<file path="src/rtl/seg_scan_controller.sv">
// rtl/seg_scan_controller.sv - four-digit seven-segment scan controller with load handshake
//
// Purpose: drives one of four active-low anodes at a time. Each digit slot is DIV cycles
// long and begins with DEAD blanking cycles. The displayed data is held in shadow
// registers. New data is captured from BLANK at once, and while scanning only at the frame
// boundary (last cycle of digit 3). Each capture gives a one-cycle load_ack.
//
// Ports:
//   clk       in   1  system clock, rising edge
//   reset     in   1  synchronous active-high reset
//   load      in   1  capture request, held by the requester until load_ack
//   y_in      in   8  result byte ([3:0] A nibble, [7:4] B nibble)
//   op_in     in   4  operation code
//   blank_en  in   1  forces all anodes dark from the next cycle
//   anode     out  4  active-low digit enables
//   digit_val out  4  nibble for the segment decoder, aligned with anode
//   load_ack  out  1  one-cycle capture acknowledge

module seg_scan_controller #(
  parameter int DIV  = 50000,
  parameter int DEAD = 16
) (
  input  logic       clk,
  input  logic       reset,
  input  logic       load,
  input  logic [7:0] y_in,
  input  logic [3:0] op_in,
  input  logic       blank_en,
  output logic [3:0] anode,
  output logic [3:0] digit_val,
  output logic       load_ack
);

  localparam int CW = (DIV > 1) ? $clog2(DIV) : 1;
  localparam logic [CW-1:0] CNT_MAX  = CW'(DIV - 1);
  localparam logic [CW-1:0] DEAD_CNT = CW'(DEAD);

  typedef enum logic {
    ST_BLANK = 1'b0,
    ST_SCAN  = 1'b1
  } state_t;

  state_t        state_q, state_d;
  logic [CW-1:0] cnt_q, cnt_d;
  logic [1:0]    idx_q, idx_d;
  logic [3:0]    disp_op_q, disp_op_d;
  logic [7:0]    disp_y_q, disp_y_d;
  logic [3:0]    anode_q, anode_d;
  logic [3:0]    digit_val_q, digit_val_d;
  logic          load_ack_q, load_ack_d;

  always_ff @(posedge clk) begin
    if (reset) begin
      state_q     <= ST_BLANK;
      cnt_q       <= '0;
      idx_q       <= '0;
      disp_op_q   <= '0;
      disp_y_q    <= '0;
      anode_q     <= 4'b1111;
      digit_val_q <= '0;
      load_ack_q  <= 1'b0;
    end else begin
      state_q     <= state_d;
      cnt_q       <= cnt_d;
      idx_q       <= idx_d;
      disp_op_q   <= disp_op_d;
      disp_y_q    <= disp_y_d;
      anode_q     <= anode_d;
      digit_val_q <= digit_val_d;
      load_ack_q  <= load_ack_d;
    end
  end

  // Outputs are computed from the next-state counters so that the registered anode and
  // digit_val describe the slot position the counters hold in that same cycle.
  always_comb begin
    state_d     = state_q;
    cnt_d       = cnt_q;
    idx_d       = idx_q;
    disp_op_d   = disp_op_q;
    disp_y_d    = disp_y_q;
    load_ack_d  = 1'b0;
    anode_d     = 4'b1111;
    digit_val_d = digit_val_q;

    case (state_q)
      ST_BLANK: begin
        cnt_d = '0;
        idx_d = '0;
        if (load) begin
          disp_op_d  = op_in;
          disp_y_d   = y_in;
          load_ack_d = 1'b1;
          state_d    = ST_SCAN;
        end
      end
      ST_SCAN: begin
        if (cnt_q == CNT_MAX) begin
          cnt_d = '0;
          idx_d = idx_q + 2'd1;
          // Frame boundary: the wrap back to digit 0 is the only capture point,
          // so a whole frame always shows one consistent data set.
          if (idx_q == 2'd3 && load) begin
            disp_op_d  = op_in;
            disp_y_d   = y_in;
            load_ack_d = 1'b1;
          end
        end else begin
          cnt_d = cnt_q + CW'(1);
        end
      end
      default: state_d = ST_BLANK;
    endcase

    if (state_d == ST_SCAN && !blank_en && cnt_d >= DEAD_CNT) begin
      anode_d = ~(4'b0001 << idx_d);
    end

    // The nibble is switched only while the anodes are dark, that is, at the first cycle of a slot.
    if (state_d == ST_BLANK) begin
      digit_val_d = '0;
    end else if (cnt_d == '0) begin
      case (idx_d)
        2'd0:    digit_val_d = disp_op_d;
        2'd1:    digit_val_d = 4'h0;
        2'd2:    digit_val_d = disp_y_d[3:0];
        default: digit_val_d = disp_y_d[7:4];
      endcase
    end
  end

  assign anode     = anode_q;
  assign digit_val = digit_val_q;
  assign load_ack  = load_ack_q;

endmodule

</file>
<file path="config.mk">
export PLATFORM = sky130hd
export DESIGN_NAME = seg_scan_controller
export DESIGN_NICKNAME = d
export VERILOG_FILES = /design/src/rtl/seg_scan_controller.sv
export SDC_FILE = /design/constraint.sdc
export NUM_CORES = 1
export LEC_CHECK = 0
export CORE_UTILIZATION = 55
export CTS_BUF_LIST = sky130_fd_sc_hd__clkbuf_2
export DETAILED_ROUTE_END_ITERATION = 10
export PLACE_DENSITY = 0.75
export RECOVER_POWER = 50
export SLEW_MARGIN = 20
export SYNTH_ARGS = -nofsm -noshare
export SYNTH_HDL_FRONTEND = slang
export SYNTH_SLANG_ARGS = --single-unit
</file>
<file path="constraint.sdc">
create_clock -name clk -period 2.9 [get_ports clk]
set_input_delay 0.29 -clock clk [delete_from_list [all_inputs] [get_ports clk]]
set_output_delay 0.29 -clock clk [all_outputs]
set_load 0.01 [all_outputs]
</file>
==> results.yml, run 1 <==
setup_path:
  r2r_start: "cnt_q[2]"
  cp.depth: 6
  crit_type: "register to register"
  path_cells: "and3_1 -> nand4_4 -> nor2_2 -> mux2_2 -> a222oi_1 -> a211oi_1"
  cp-endpoint: "digit_val[3]"
  slowest_delay_ns: 0.62
  cp_max_fo: 13
  reg2reg_depth: 6
  critPathSlowestCell: "dfxtp_1"
  start_kind: "register"
  crit_family: "simple AND/OR/NAND/NOR gates"
  end_kind: "register"
  worstPathArrival_ns: 2.96
  setup.worst_path.start: "cnt_q[2]"
  path_buf_inv: 0
  cp.required_ns: 3.18
  reg2reg_to: "digit_val[3]"
  r2r_slack_ns: 0.22
global_route:
  grt_pass1_vias: 1646
  grt_usage_pct: 23.9
  grt_max_degree: 17
  overflow: 0
  antenna_found_initial: 0
  grt_first_pass_wirelength_um: 7670
clock_tree:
  cts_tree: "built"
  ctsResizeCount: 0
  numClockSinks: 40
  cts-root-buf: "clkbuf_2"
  numCtsBuffers: 5
  cts.htree.levels: 2
  ctsHoldBuffers: 0
  cts_setup_buffers: 0
  clkTransAtPathRegs_ns: 0.22
  cts.path.max_buffers: 2
  clock_latency_ns: 0.41
sta:
  fin_skew_ns: 0.0257
  finalSetupTns_ns: 0
  period_share_pct: 92.5
  rsz0062_at_grt: "no"
  max_slew.worst_pin.slew_ns: 0.622
  slew_viol_final: 0
  min_period_ns: 2.68
  relSlewSlack_pct: 58.6
  finalSetupViolations: 0
  max_freq_mhz: 373
  hold_viol_final: 0
detailed_routing:
  vias_per_cell: 5.71
  drcViolationCount: 0
  ant_nets: 0
  drt_iter0_markers: 95
  vias: 1685
  finalWirelength_um: 4380
  drtPass1Iterations: 4
  wire_per_inst_um: 14.8
logic_synthesis:
  synth_warnings: 0
  synth-edff-count: 0
  synthArstFlopShare_pct: 0
  yosys-top-cells-area: "dfxtp_1, mux2_2, nor2_1"
  synthesis.instances: 222
  synth_top_area_share_pct: 36.6
  avgSynthCellArea_um2: 9.87
  ys_ff_latch: 40
  synth-seq-area-share_pct: 36.6
  yosysTopAreaCell: "dfxtp_1"
  yosysUniqueCellTypes: 55
  synth_flop_cell: "dfxtp_1"
  synth_area_um2: 2190
  synth.net_count: 240
power_and_ir_drop:
  power.internal_mw: 0.945
  switching_share_pct: 20.9
  p_leak_nw: 0.954
  pwr-share-clk_pct: 42.8
  ir_drop_uv: 304
  comb_power_share_pct: 8.8
  power.net_switching_mw: 0.249
  p_seq_share_pct: 48.4
  power_density_nw_per_um2: 466
final_layout:
  final_layout_size_suffix_gt1_share_pct: 19.8
  diodes: 0
  fin_nets: 264
  syn_to_final_growth_pct: 16.9
  final_common_cell: "dfxtp_1"
  fin_cells: 295
  layout_common_cells: "dfxtp_1, nor2_1, clkdlybuf4s50_1, xnor2_1"
worst_hold_path:
  hold_path_class: "register to register"
status:
  run_status: "finished, final reports clean"
place:
  gp_congestion: 0.822
  place_hpwl_um: 3210
  dp_cells: 287
  numPortBuffers: 24
floorplan:
  start_util_pct: 58.5
  coreArea_um2: 3740
  rows: 22
  ios: 25
  die_area_um2: 4240
  die_x_um: 65.1
  die_y_um: 65.1
job:
  cap_violations: 0
## flip-flops by register name (all words and copies together) (netlist names)
name and cells:
anode 4, cnt_q 16, digit_val 4, disp_op_q 4, disp_y_q 8, idx_q 2, load_ack 1, state_q 1
## kinds of logic after synthesis
group / count (synthesis) / share of synthesized area (%)
compound gates: 30 / 12.6
xor+xnor: 17 / 7.14
fa+ha+maj: 2 / 1.14
buf+inv: 20 / 5.82
flops: 40 / 36.6
mux: 23 / 11.2
simple gates: 90 / 25.5
## through the flow
step | hold slack (ns) | power (mW) | area, um^2 | util [%] | setup slack (ns)
2_1_floorplan | 0.362 | 0.646 | 2190 | - | 0.750
3_3_place_gp | 0.468 | 0.691 | 2440 | 65.1 | 0.315
3_5_place_dp | 0.484 | 0.693 | 2440 | 65.1 | 0.214
4_1_cts | 0.487 | 1.20 | 2550 | 68.2 | 0.160
5_1_grt | 0.504 | 1.23 | 2560 | 68.4 | 0.0160
6_report | 0.516 | 1.19 | 2560 | 68.4 | 0.219
## worst min-delay path by stage
stage | slack [ns] | end | start | cells after the start
floorplan | 0.36 | disp_op_q[0] | reset | 1
global placement | 0.47 | disp_y_q[1] | disp_y_q[1] | 2
detailed placement | 0.48 | disp_y_q[1] | disp_y_q[1] | 2
CTS | 0.49 | disp_y_q[6] | y_in[6] | 3
global route | 0.50 | anode[0] | blank_en | 3
finish | 0.52 | disp_y_q[1] | disp_y_q[1] | 2
## area by class of cell
type                       count  area [um^2]
sequential                    40          801
clock inverter                 3         90.1
clock buffer                   5         25.0
multi-input combinational    162         1270
fill                         308         1180
timing repair buffer          31          293
inverter                       6         22.5
tap                           48         60.1
## power by group through the flow
stage | combinational (mW) | sequential (mW) | clock (mW)
after floorplan | 0.0577 | 0.588 | 0
after global routing | 0.115 | 0.580 | 0.540
after global placement | 0.104 | 0.588 | 0
after detailed placement | 0.105 | 0.587 | 0
after CTS | 0.106 | 0.577 | 0.519
final | 0.105 | 0.577 | 0.511
## worst min-delay path, stage by stage, from the launching register on
cell	delay, ns
dfxtp_1	0.36
mux2i_1	0.06
nor2_1	0.07
## synthesized netlist by cell type (6+ instances only)
library cell  count
nand3_1           9
dfxtp_1          40
mux2i_1          11
nand2_1          11
a211oi_1         10
nor2b_1           6
nor2_1           31
xnor2_1          12
mux2_2           11
inv_1             6
## per-layer routing
metal	share of wire, %	vias to the layer above	GRT usage, %	wire length [um]
met3	3.5	11	5.56	152
met4	2.0	0	10.9	86
met1	46	792	29.7	2030
met2	48	31	39.2	2100
met5	0	-	0	0
li1	-	851	-	-
No activity file was read; power rests on OpenSTA's default activity.
==> run 2: changes to the inputs <==
CAP_MARGIN = 5   (was default)
CORE_UTILIZATION = 58   (was 55)
CTS_CLUSTER_SIZE = 10   (was default)
PLACE_DENSITY = 0.79   (was 0.75)
==> run 2 against run 1 <==
Clock skew is 0.0017 ns higher. Sequential share of layout area increased by 0.85 points. Via count up 1.2%. Clock power down 36%. Cell area down 2.6%. Register-to-register slack improved by 0.03 ns. Worst hold slack improved by 0.0087 ns. Core utilization is 3.5 points higher. Critical endpoint is now digit_val[0].
==> results.yml, run 2 (synthesized netlist as in run 1, its figures left out) <==
setup_path:
  worstPathArrival_ns: 2.94
  crit_family: "simple AND/OR/NAND/NOR gates"
  path_buf_inv: 0
  critPathSlowestCell: "dfxtp_1"
  end_kind: "register"
  cp_max_fo: 13
  start_kind: "register"
  path_cells: "and3_1 -> nand4_4 -> nor2_2 -> mux2_2 -> a222oi_1 -> a211oi_1"
  slowest_delay_ns: 0.62
  cp.required_ns: 3.19
  crit_type: "register to register"
sta:
  relSlewSlack_pct: 57.5
  hold_viol_final: 0
  min_period_ns: 2.65
  finalSetupTns_ns: 0
  rsz0062_at_grt: "no"
  period_share_pct: 91.5
  slew_viol_final: 0
  max_slew.worst_pin.slew_ns: 0.637
  max_freq_mhz: 377
  finalSetupViolations: 0
  fin_skew_ns: 0.0274
detailed_routing:
  vias: 1706
  ant_nets: 0
  wl_met3_um: 195
  wl_met2_um: 2270
  top_layer: "met4"
  drt-met1-wl_um: 2040
  wire_per_inst_um: 15.6
  finalWirelength_um: 4570
  drcViolationCount: 0
  vias_per_cell: 5.84
  drt_iter0_markers: 85
  drtPass1Iterations: 4
place:
  dp_cells: 284
  numPortBuffers: 24
  gp_congestion: 0.832
  place_hpwl_um: 3320
final_layout:
  syn_to_final_growth_pct: 13.8
  largest_reg_flops: 16
  layout_common_cells: "dfxtp_1, nor2_1, clkdlybuf4s50_1, xnor2_1"
  largest_register: "cnt_q"
  seq_area_um2: 801
  fin_util_pct: 71.9
  final_layout_size_suffix_gt1_share_pct: 19.5
  fin_cells: 292
  fin_nets: 263
  fillCellCount: 274
  multi_input_area_um2: 1260
  reg_top3: "cnt_q x16, disp_y_q x8"
  final_common_cell: "dfxtp_1"
  diodes: 0
power_and_ir_drop:
  power_density_nw_per_um2: 404
  ir_drop_uv: 340
  p_leak_nw: 0.927
  fin_total_pwr_mw: 1.01
clock_tree:
  cts_tree: "built"
  numClockSinks: 40
  clock_latency_ns: 0.40
  ctsHoldBuffers: 0
  cts_setup_buffers: 0
  numCtsBuffers: 5
  cts.path.max_buffers: 2
  ctsResizeCount: 0
  cts-root-buf: "clkbuf_2"
  cts.htree.levels: 2
  clkTransAtPathRegs_ns: 0.22
floorplan:
  die_y_um: 63.5
  die_x_um: 63.5
  start_util_pct: 63.2
  ios: 25
  rows: 21
  die_area_um2: 4030
  coreArea_um2: 3470
global_route:
  grt_pass1_vias: 1674
  grt_usage_pct: 25.0
  grt_first_pass_wirelength_um: 7840
  grt_max_degree: 17
  antenna_found_initial: 0
  overflow: 0
job:
  cap_violations: 0
worst_hold_path:
  hold_path_class: "register to register"
status:
  run_status: "finished, final reports clean"
## run 2: changes by cell type in the layout (fill, tap and decap cells not counted), sizes merged
cell / delta
buf: -1
clkinv: +1
bufinv: -2
dlygate4sd3: +1
clkbuf: +1
clkdlybuf4s50: -1
## run 2: layout make-up
cell class              instances  share of cell area [%]
repair buffers                 30                    11.4
inverters                       6                   0.903
clock inverters                 2                    1.40
multi-input cells             162                    50.6
well taps                      46                    2.31
flip-flops and latches         40                    32.1
clock buffers                   6                    1.20
## run 2: report_power, final
part | leakage (nW) | switching (mW) | internal (mW)
clock network | 0.0430 | 0.179 | 0.148
logic | 0.558 | 0.0453 | 0.0571
registers | 0.326 | 0.0109 | 0.567
## run 2: final timing paths
path	slack, ns	to	depth (start not counted)	from
max reg2reg	0.25	digit_val[0]	6	cnt_q[2]
min reg2reg	0.52	cnt_q[0]	1	cnt_q[0]
max	0.25	digit_val[0]	6	cnt_q[2]
min	0.52	cnt_q[0]	1	cnt_q[0]
## run 2: per-stage QoR
step,hold WS (ns),area (um^2),setup slack [ns]
floorplan,0.362,2190,0.750
global route,0.495,2490,0.0332
finish,0.525,2490,0.247
detailed placement,0.481,2430,0.287
CTS,0.503,2490,0.246
global placement,0.462,2430,0.412
## run 2: routing by layer
layer	GRT usage (%)	vias up
li1	-	839
met1	30.9	810
met2	41.2	48
met3	5.62	9
met4	10.8	0
met5	0	-
## run 2: worst register-to-register path, stage by stage (launching register included)
cell and delay [ns]:
dfxtp_1 0.62, and3_1 0.39, nand4_4 0.27, nor2_2 0.40, mux2_2 0.38, a222oi_1 0.35
a211oi_1 0.15
==> run 3: changes to the inputs <==
ABC_CLOCK_PERIOD_IN_PS = 2900   (was default)
==> results of run 3 <==
Final layout, timing and power as in run 2 (identical DEF).
